`config.mk`:
```
export PLATFORM = sky130hd
export DESIGN_NAME = dsp_seq_divider
export DESIGN_NICKNAME = d
export VERILOG_FILES = /design/src/rtl/dsp_seq_divider.sv
export SDC_FILE = /design/constraint.sdc
export NUM_CORES = 1
export LEC_CHECK = 0
export ABC_AREA = 1
export ABC_CLOCK_PERIOD_IN_PS = 2200
export BUFFER_PORTS_ARGS = -buffer_cell sky130_fd_sc_hd__buf_2
export CAP_MARGIN = 20
export CELL_PAD_IN_SITES_DETAIL_PLACEMENT = 0
export CELL_PAD_IN_SITES_GLOBAL_PLACEMENT = 1
export CORE_MARGIN = 1
export CORE_UTILIZATION = 38
export CTS_CLUSTER_DIAMETER = 30
export DETAILED_ROUTE_END_ITERATION = 8
export GPL_ROUTABILITY_DRIVEN = 0
export GPL_TIMING_DRIVEN = 1
export PLACE_DENSITY = 0.8
export SLEW_MARGIN = 40
export SYNTH_ARGS = -nofsm -noshare
export SYNTH_HDL_FRONTEND = slang
export SYNTH_SLANG_ARGS = --single-unit
```
`constraint.sdc`:
```
create_clock -name CLK -period 2.2 [get_ports CLK]
set_clock_uncertainty 0.15 [all_clocks]
set_input_delay 0.44 -clock CLK [delete_from_list [all_inputs] [get_ports CLK]]
set_output_delay 0.44 -clock CLK [all_outputs]
set_load 0.05 [all_outputs]
```
`src/rtl/dsp_seq_divider.sv`:
```
`default_nettype none
// ============================================================================
//  Module      : dsp_seq_divider
//  Description : Sequential unsigned restoring divider. Divides a 2*DW-bit
//                dividend by a DW-bit divisor, one quotient bit per clock,
//                with valid/ready handshakes on both sides. Detects divide
//                by zero and quotient overflow up front in a single cycle.
//  Revision    : 1.0 - initial release
// ============================================================================
module dsp_seq_divider #(
    parameter int DW     = 18,
    parameter bit OUTREG = 1'b1
) (
    input  logic            CLK,
    input  logic            RSTN,
    input  logic            in_valid,
    output logic            in_ready,
    input  logic [2*DW-1:0] dividend,
    input  logic [DW-1:0]   divisor,
    output logic            out_valid,
    input  logic            out_ready,
    output logic [DW-1:0]   quotient,
    output logic [DW-1:0]   remainder,
    output logic            div_by_zero,
    output logic            overflow
);

    localparam int              c_CW   = (DW > 1) ? $clog2(DW) : 1;
    localparam logic [c_CW-1:0] c_LAST = c_CW'(DW - 1);

    localparam logic [1:0] c_IDLE  = 2'd0;
    localparam logic [1:0] c_CHECK = 2'd1;
    localparam logic [1:0] c_RUN   = 2'd2;
    localparam logic [1:0] c_DONE  = 2'd3;

    logic [1:0]      r_state;
    logic [2*DW-1:0] r_dividend;
    logic [DW-1:0]   r_divisor;
    logic [DW:0]     r_prem;      // partial remainder, one guard bit wide
    logic [DW-1:0]   r_shift;     // remaining low dividend bits, MSB next
    logic [DW-1:0]   r_qacc;      // quotient bits collected MSB-first
    logic [c_CW-1:0] r_cnt;
    logic            r_out_valid;
    logic [DW-1:0]   r_quot;
    logic [DW-1:0]   r_rem;
    logic            r_dbz;
    logic            r_ovf;

    logic [DW:0]     w_trial;
    logic            w_ge;
    logic [DW:0]     w_diff;
    logic [DW:0]     w_prem_nxt;
    logic [DW-1:0]   w_qacc_nxt;

    // One restoring step: the trial value is DW+1 bits so a divisor above
    // 2^(DW-1) never loses the bit shifted out of the partial remainder.
    always_comb begin
        w_trial    = (r_prem << 1) | {{DW{1'b0}}, r_shift[DW-1]};
        w_ge       = (w_trial >= {1'b0, r_divisor});
        w_diff     = w_trial - {1'b0, r_divisor};
        w_prem_nxt = w_ge ? w_diff : w_trial;
        w_qacc_nxt = (r_qacc << 1) | {{(DW-1){1'b0}}, w_ge};
    end

    assign in_ready  = RSTN && (r_state == c_IDLE);
    assign out_valid = r_out_valid;

    // Control FSM and datapath registers; results are written only on the
    // edge that raises out_valid so they stay frozen until consumed.
    always_ff @(posedge CLK) begin
        if (!RSTN) begin
            r_state     <= c_IDLE;
            r_dividend  <= '0;
            r_divisor   <= '0;
            r_prem      <= '0;
            r_shift     <= '0;
            r_qacc      <= '0;
            r_cnt       <= '0;
            r_out_valid <= 1'b0;
            r_quot      <= '0;
            r_rem       <= '0;
            r_dbz       <= 1'b0;
            r_ovf       <= 1'b0;
        end else begin
            case (r_state)
                c_IDLE: begin
                    if (in_valid) begin
                        r_dividend <= dividend;
                        r_divisor  <= divisor;
                        r_dbz      <= 1'b0;
                        r_ovf      <= 1'b0;
                        r_state    <= c_CHECK;
                    end
                end
                c_CHECK: begin
                    if (r_divisor == '0) begin
                        r_dbz       <= 1'b1;
                        r_quot      <= '1;
                        r_rem       <= r_dividend[DW-1:0];
                        r_out_valid <= 1'b1;
                        r_state     <= c_DONE;
                    end else if (r_dividend[2*DW-1:DW] >= r_divisor) begin
                        // Upper half >= divisor means the quotient needs > DW bits.
                        r_ovf       <= 1'b1;
                        r_quot      <= '1;
                        r_rem       <= '0;
                        r_out_valid <= 1'b1;
                        r_state     <= c_DONE;
                    end else begin
                        r_prem  <= {1'b0, r_dividend[2*DW-1:DW]};
                        r_shift <= r_dividend[DW-1:0];
                        r_qacc  <= '0;
                        r_cnt   <= '0;
                        r_state <= c_RUN;
                    end
                end
                c_RUN: begin
                    r_prem  <= w_prem_nxt;
                    r_shift <= r_shift << 1;
                    r_qacc  <= w_qacc_nxt;
                    r_cnt   <= r_cnt + 1'b1;
                    if (r_cnt == c_LAST) begin
                        r_quot      <= w_qacc_nxt;
                        r_rem       <= w_prem_nxt[DW-1:0];
                        r_out_valid <= 1'b1;
                        r_state     <= c_DONE;
                    end
                end
                c_DONE: begin
                    if (out_ready) begin
                        r_out_valid <= 1'b0;
                        r_state     <= c_IDLE;
                    end
                end
                default: begin
                    r_state <= c_IDLE;
                end
            endcase
        end
    end

    // Output presentation: held registers, or gated to zero when not valid.
    generate
        if (OUTREG) begin : g_outreg
            assign quotient    = r_quot;
            assign remainder   = r_rem;
            assign div_by_zero = r_dbz;
            assign overflow    = r_ovf;
        end else begin : g_outgated
            assign quotient    = r_out_valid ? r_quot : '0;
            assign remainder   = r_out_valid ? r_rem  : '0;
            assign div_by_zero = r_out_valid & r_dbz;
            assign overflow    = r_out_valid & r_ovf;
        end
    endgenerate

endmodule
`default_nettype wire

```
* Word-level counts from Yosys, hierarchy flattened
Index checks and enable logic that the tools add are counted.
** Operators by class
- Bitwise gates (word level) :: 2
- $lt $le $gt $ge :: 2
- Reductions and logical operators :: 13
- Muxes and demuxes :: 37
- $add $sub $neg :: 2
- Equal/unequal tests :: 12
** Operators with widths (number)
- 18-bit 2-to-1 mux :: 11
- 18-bit one-hot mux with 2 select lines :: 4
- 17-bit 2-to-1 mux :: 2
- 17-bit one-hot mux with 2 select lines :: 1
- 19-bit by 18-bit greater-or-equal comparator with 1-bit output :: 1
- 19-bit by 1-bit bitwise OR with 19-bit output :: 1
- 18-bit greater-or-equal comparator :: 1
- 18-bit logical NOT :: 1
- 18-bit by 1-bit bitwise OR with 18-bit output :: 1
- 18-bit subtractor :: 1
- 2-bit != test, second input constant :: 7
- 3-bit AND reduction :: 4
- 5-bit 2-to-1 mux :: 2
- 5-bit one-hot mux with 2 select lines :: 1
- 1-bit 2-to-1 mux :: 9
- 2-bit one-hot mux with 4 select lines :: 1
- 4-bit AND reduction :: 2
- 2-bit 2-to-1 mux :: 3
- 5-bit by 1-bit adder with 5-bit output, second input constant :: 1
- 5-bit equality test, second input constant :: 1
- 2-bit equality test, second input constant :: 2
- 1-bit one-hot mux with 2 select lines :: 2
- 2-bit nonzero test :: 2
- 3-bit != test, second input constant :: 1
- other kinds (6) :: 6
** Word-level totals
- Output and inout bits :: 40
- Input bits :: 58
- Word-level logic and storage cells :: 80
- Flip-flop bits (word level) :: 153

* Longest topological paths before layout
- Depth in word-level cells :: 5
- Depth in mapped cells :: 19
- Gate-level depth less buffers :: 18

* Worst setup path after synthesis
OpenSTA, ideal clock, no wires.
- Path kind :: register to register
- Start point :: register r_divisor[8]
- End point :: register r_prem[11]
- Arrival time :: 1.768 ns
- Cell stages (with the launch flop) :: 16
- Data required time :: 1.914 ns
- Path buffers :: 1
- Setup time :: 0.136 ns
- Slack :: 0.145 ns
- Clock period less this slack :: 2.055 ns
- Cells stage by stage :: dfxtp_1 -> inv_1 -> ha_1 -> nand2_1 -> inv_1 -> nand2_1 -> inv_1 -> nand2_1 -> nand2_1 -> nand2_1 -> nand4_4 -> buf_12 -> nand3_2 -> nand3_1 -> nand2_1 -> a21oi_2
** Between the ends
- Cells in the longest elaborated chain, start to end :: 3
- Elaborated cells on any way between the ends :: 9
- Those cells by class :: add/sub: 1; order compare: 2; eq/ne: 2; mux: 2; reduce/logical: 2
** Ends and longest elaborated chain
- start, declared :: RTL line 38 : logic [DW-1:0] r_divisor;
- start signal, assigned :: RTL line 89 : r_divisor <= divisor;
- 18-bit subtractor, or another cell as far along :: RTL line 60 : w_diff = w_trial - {1'b0, r_divisor};
- 18-bit 2-to-1 mux or 2-bit != test (tied branches)
- 18-bit one-hot mux with 2 select lines or 3-bit AND reduction (tied branches)
- end signal, assigned :: RTL line 110 : r_prem <= {1'b0, r_dividend[2*DW-1:DW]};
- end signal, assigned :: RTL line 118 : r_prem <= w_prem_nxt;
- end, declared :: RTL line 39 : logic [DW:0] r_prem;
Several ways; a longest one is shown, not always the timed one.
A chain may end at the register's enable or synchronous reset.

* Worst setup path after layout
- Start point :: register r_divisor[12]
- End point :: register r_prem[8]
** Between the ends
- Cells in the longest elaborated chain, start to end :: 3
- Elaborated cells on any way between the ends :: 8
- Those cells by class :: order compare: 2; eq/ne: 2; mux: 2; reduce/logical: 2
** Ends and longest elaborated chain
- 19-bit by 18-bit greater-or-equal comparator with 1-bit output, or another cell as far along :: RTL line 59 : w_ge = (w_trial >= {1'b0, r_divisor});
- 18-bit 2-to-1 mux or 2-bit != test (tied branches)
- 18-bit one-hot mux with 2 select lines or 3-bit AND reduction (tied branches)
Several ways; a longest one is shown, not always the timed one.

==> impl_metrics.ini <==
[run_status]
status = complete, but fails checks
violations = negative setup slack

[finish]
antenna_cells = 0
final_core_util_pct = 58.3
final_cell_mix = nand2_1 (263), nor2_1 (158), dfxtp_1 (141)
layout.cells.non_filler = 1813
drive_gt1_share_pct = 38.9
finalNetCount = 1621
syn2layout_area_growth_pct = 49.7
layout_commonest_cell = nand2_1

[sta]
fin_ws_ns = -0.145
setup-violations-final = 66
slew_violations = 0
slew_headroom_pct = 58.6
rsz0062_at_grt = yes
setup_tns_ns = -2.92
fmax_ghz = 0.426
finalHoldViolations = 0
finalCritPeriodShare_pct = 107
fin_crit_ns = 2.34
tightest_slew_ns = 0.621

[detailed_routing]
detail-route-antenna-nets = 0
vias = 9329
drc_errors = 0
wl_per_cell_um = 17.0
first_iter_violations = 606
dr.pass1.iters = 5
via_per_inst = 5.15
totalWireLength_um = 30800

[synthesis]
yosysWarnings = 0
ys_ff_latch = 153
synthFlopType = dfxtp_1
synthCells = 1289
ys_seq_area_share_pct = 35.9
synth_cell_types = 44
async_flop_share_pct = 0
syn-num-nets = 1390
netlist_area_mm2 = 0.00852
synth_edf_count = 0
synth_area_per_cell_um2 = 6.61

[die]
core-area_mm2 = 0.0219
die_w_um = 152
dieHeight_um = 152
die_area_mm2 = 0.0230
initial_core_util_pct = 38.9
rows = 54
io_pins = 98

[place]
place_inst = 1744
port-buffer-count = 97
dpl.hpwl_um = 20600

[global_route]
grt_first_pass_wirelength_um = 44800
antenna_found_initial = 0
overflow = 0
grt.total_usage_pct = 25.9
grt_max_degree = 66
grt_pass1_vias = 8413

[clocking]
clock_latency_ns = 0.44
cts_max_path_buffers = 2
cts-root-buf = clkbuf_16
clkTransAtPathRegs_ns = 0.07
cts_tree = yes
cts_inserted_buffers = 17
htree_levels = 4
numClockSinks = 153
hold_buffers = 0

[critical_path]
crit_type = reg2reg
arrival_ns = 2.55
cp-start-kind = flop
crit_required_ns = 2.40
crit_path_max_fanout = 6
end_kind = flop

[flow_run]
drv_cap = 0

[power]
powerDensity_mw_per_mm2 = 1820
p_leak_uw = 0.00610
ir_drop_mv = 0.763

[worst_hold_path]
hold_path_class = in2reg
## timing repair
action / CTS / global route
setup buffers: 15 / 4
hold endpoints to repair: 0 / 0
gates resized for setup: 134 / 199
gates cloned: 13 / 6
pin swaps: 29 / 80
setup endpoints to repair: 82 / 97
## cells in the mapped netlist (all sizes together), types with 2 or more instances
library cell	n	area share [%]
nor2	195	9.0
dfxtp	153	36
a21oi	111	6.9
nand3	75	5.3
nand4	30	2.5
and2	2	0.18
clkbuf	31	1.4
buf	25	2.2
inv	158	7.0
nor3	11	0.70
ha	42	6.2
nand2	367	17
xor2	7	0.72
or2	2	0.15
clkinv	2	0.10
o21ai	69	4.1
xnor2	3	0.31
## cell families (layout without fill, tap and decap cells)
group                      Yosys count  after routing  synth area share [%]
AOI/OAI and AO/OA                  184            184                  11.4
adders and majority gates           43             43                  6.40
xor gates and xnor gates            10             10                  1.03
buffers and inverters              216            455                  10.7
DFF                                153            153                  35.9
and+or+nand+nor                    683            688                  34.6
## routing by layer
metal | vias to the layer above | global-route usage (%) | wire, um
met5 | - | 0 | 0
met4 | 0 | 10.7 | 1160
met3 | 75 | 3.80 | 1790
met2 | 349 | 40.2 | 13900
met1 | 4347 | 35.6 | 13900
li1 | 4558 | - | -
## where the power goes
group          switching [uW]  internal, uW  total (uW)
sequential                583          3610        4190
clock                    1370          1720        3100
combinational            9360          6570       15900
total                   11300         11900       23200
## final cells by class
class / instances / area, um2
fill: 2011 / 9130
multi-input combinational: 925 / 5860
sequential: 153 / 3080
timing repair buffer: 262 / 2220
inverter: 160 / 631
clock buffer: 17 / 425
tap: 280 / 350
clock inverter: 15 / 184
timing repair inverter: 1 / 16.3
## sequential cells by signal (all words and copies together) (netlist names)
name and flops:
div_by_zero 1, out_valid 1, overflow 1, quotient 18, r_cnt 5, r_dividend 36
r_divisor 18, r_prem 18, r_qacc 17, r_shift 18, r_state 2, remainder 18
## worst paths after layout
kind	from	endpoint	slack [ns]	cells past startpoint
min	dividend[33]	r_dividend[33]$_SDFFE_PN0P_	0.10	3
max	r_divisor[12]$_SDFFE_PN0P_	r_prem[8]$_SDFFE_PN0P_	-0.14	14
max reg2reg	r_divisor[12]$_SDFFE_PN0P_	r_prem[8]$_SDFFE_PN0P_	-0.14	14
min reg2reg	out_valid$_SDFFE_PN0P_	out_valid$_SDFFE_PN0P_	0.29	2
## through the flow
stage | setup WS (ns) | hold slack (ns) | total power [uW] | cell area, um2
after global placement | -0.359 | 0.279 | 15000 | 10200
final | -0.145 | 0.103 | 23200 | 12800
after global routing | -0.224 | 0.129 | 24600 | 12800
after floorplan | 0.145 | 0.280 | 11300 | 8520
after CTS | -0.0706 | 0.102 | 20800 | 11800
after detailed placement | -0.380 | 0.280 | 15000 | 10200
## worst max-delay path: stages, from the launching register on
cell and delay, ns:
dfxtp_1 0.31, inv_2 0.13, ha_1 0.26, nand2_2 0.10
o21ai_0 0.10, a21oi_1 0.16, buf_4 0.18, nand2_4 0.06
nand2_4 0.07, nand3_4 0.09, buf_12 0.18, inv_16 0.07
buf_6 0.14, nand2_1 0.07, a21oi_1 0.17
Note: power is estimated with default switching activity, not from simulation.
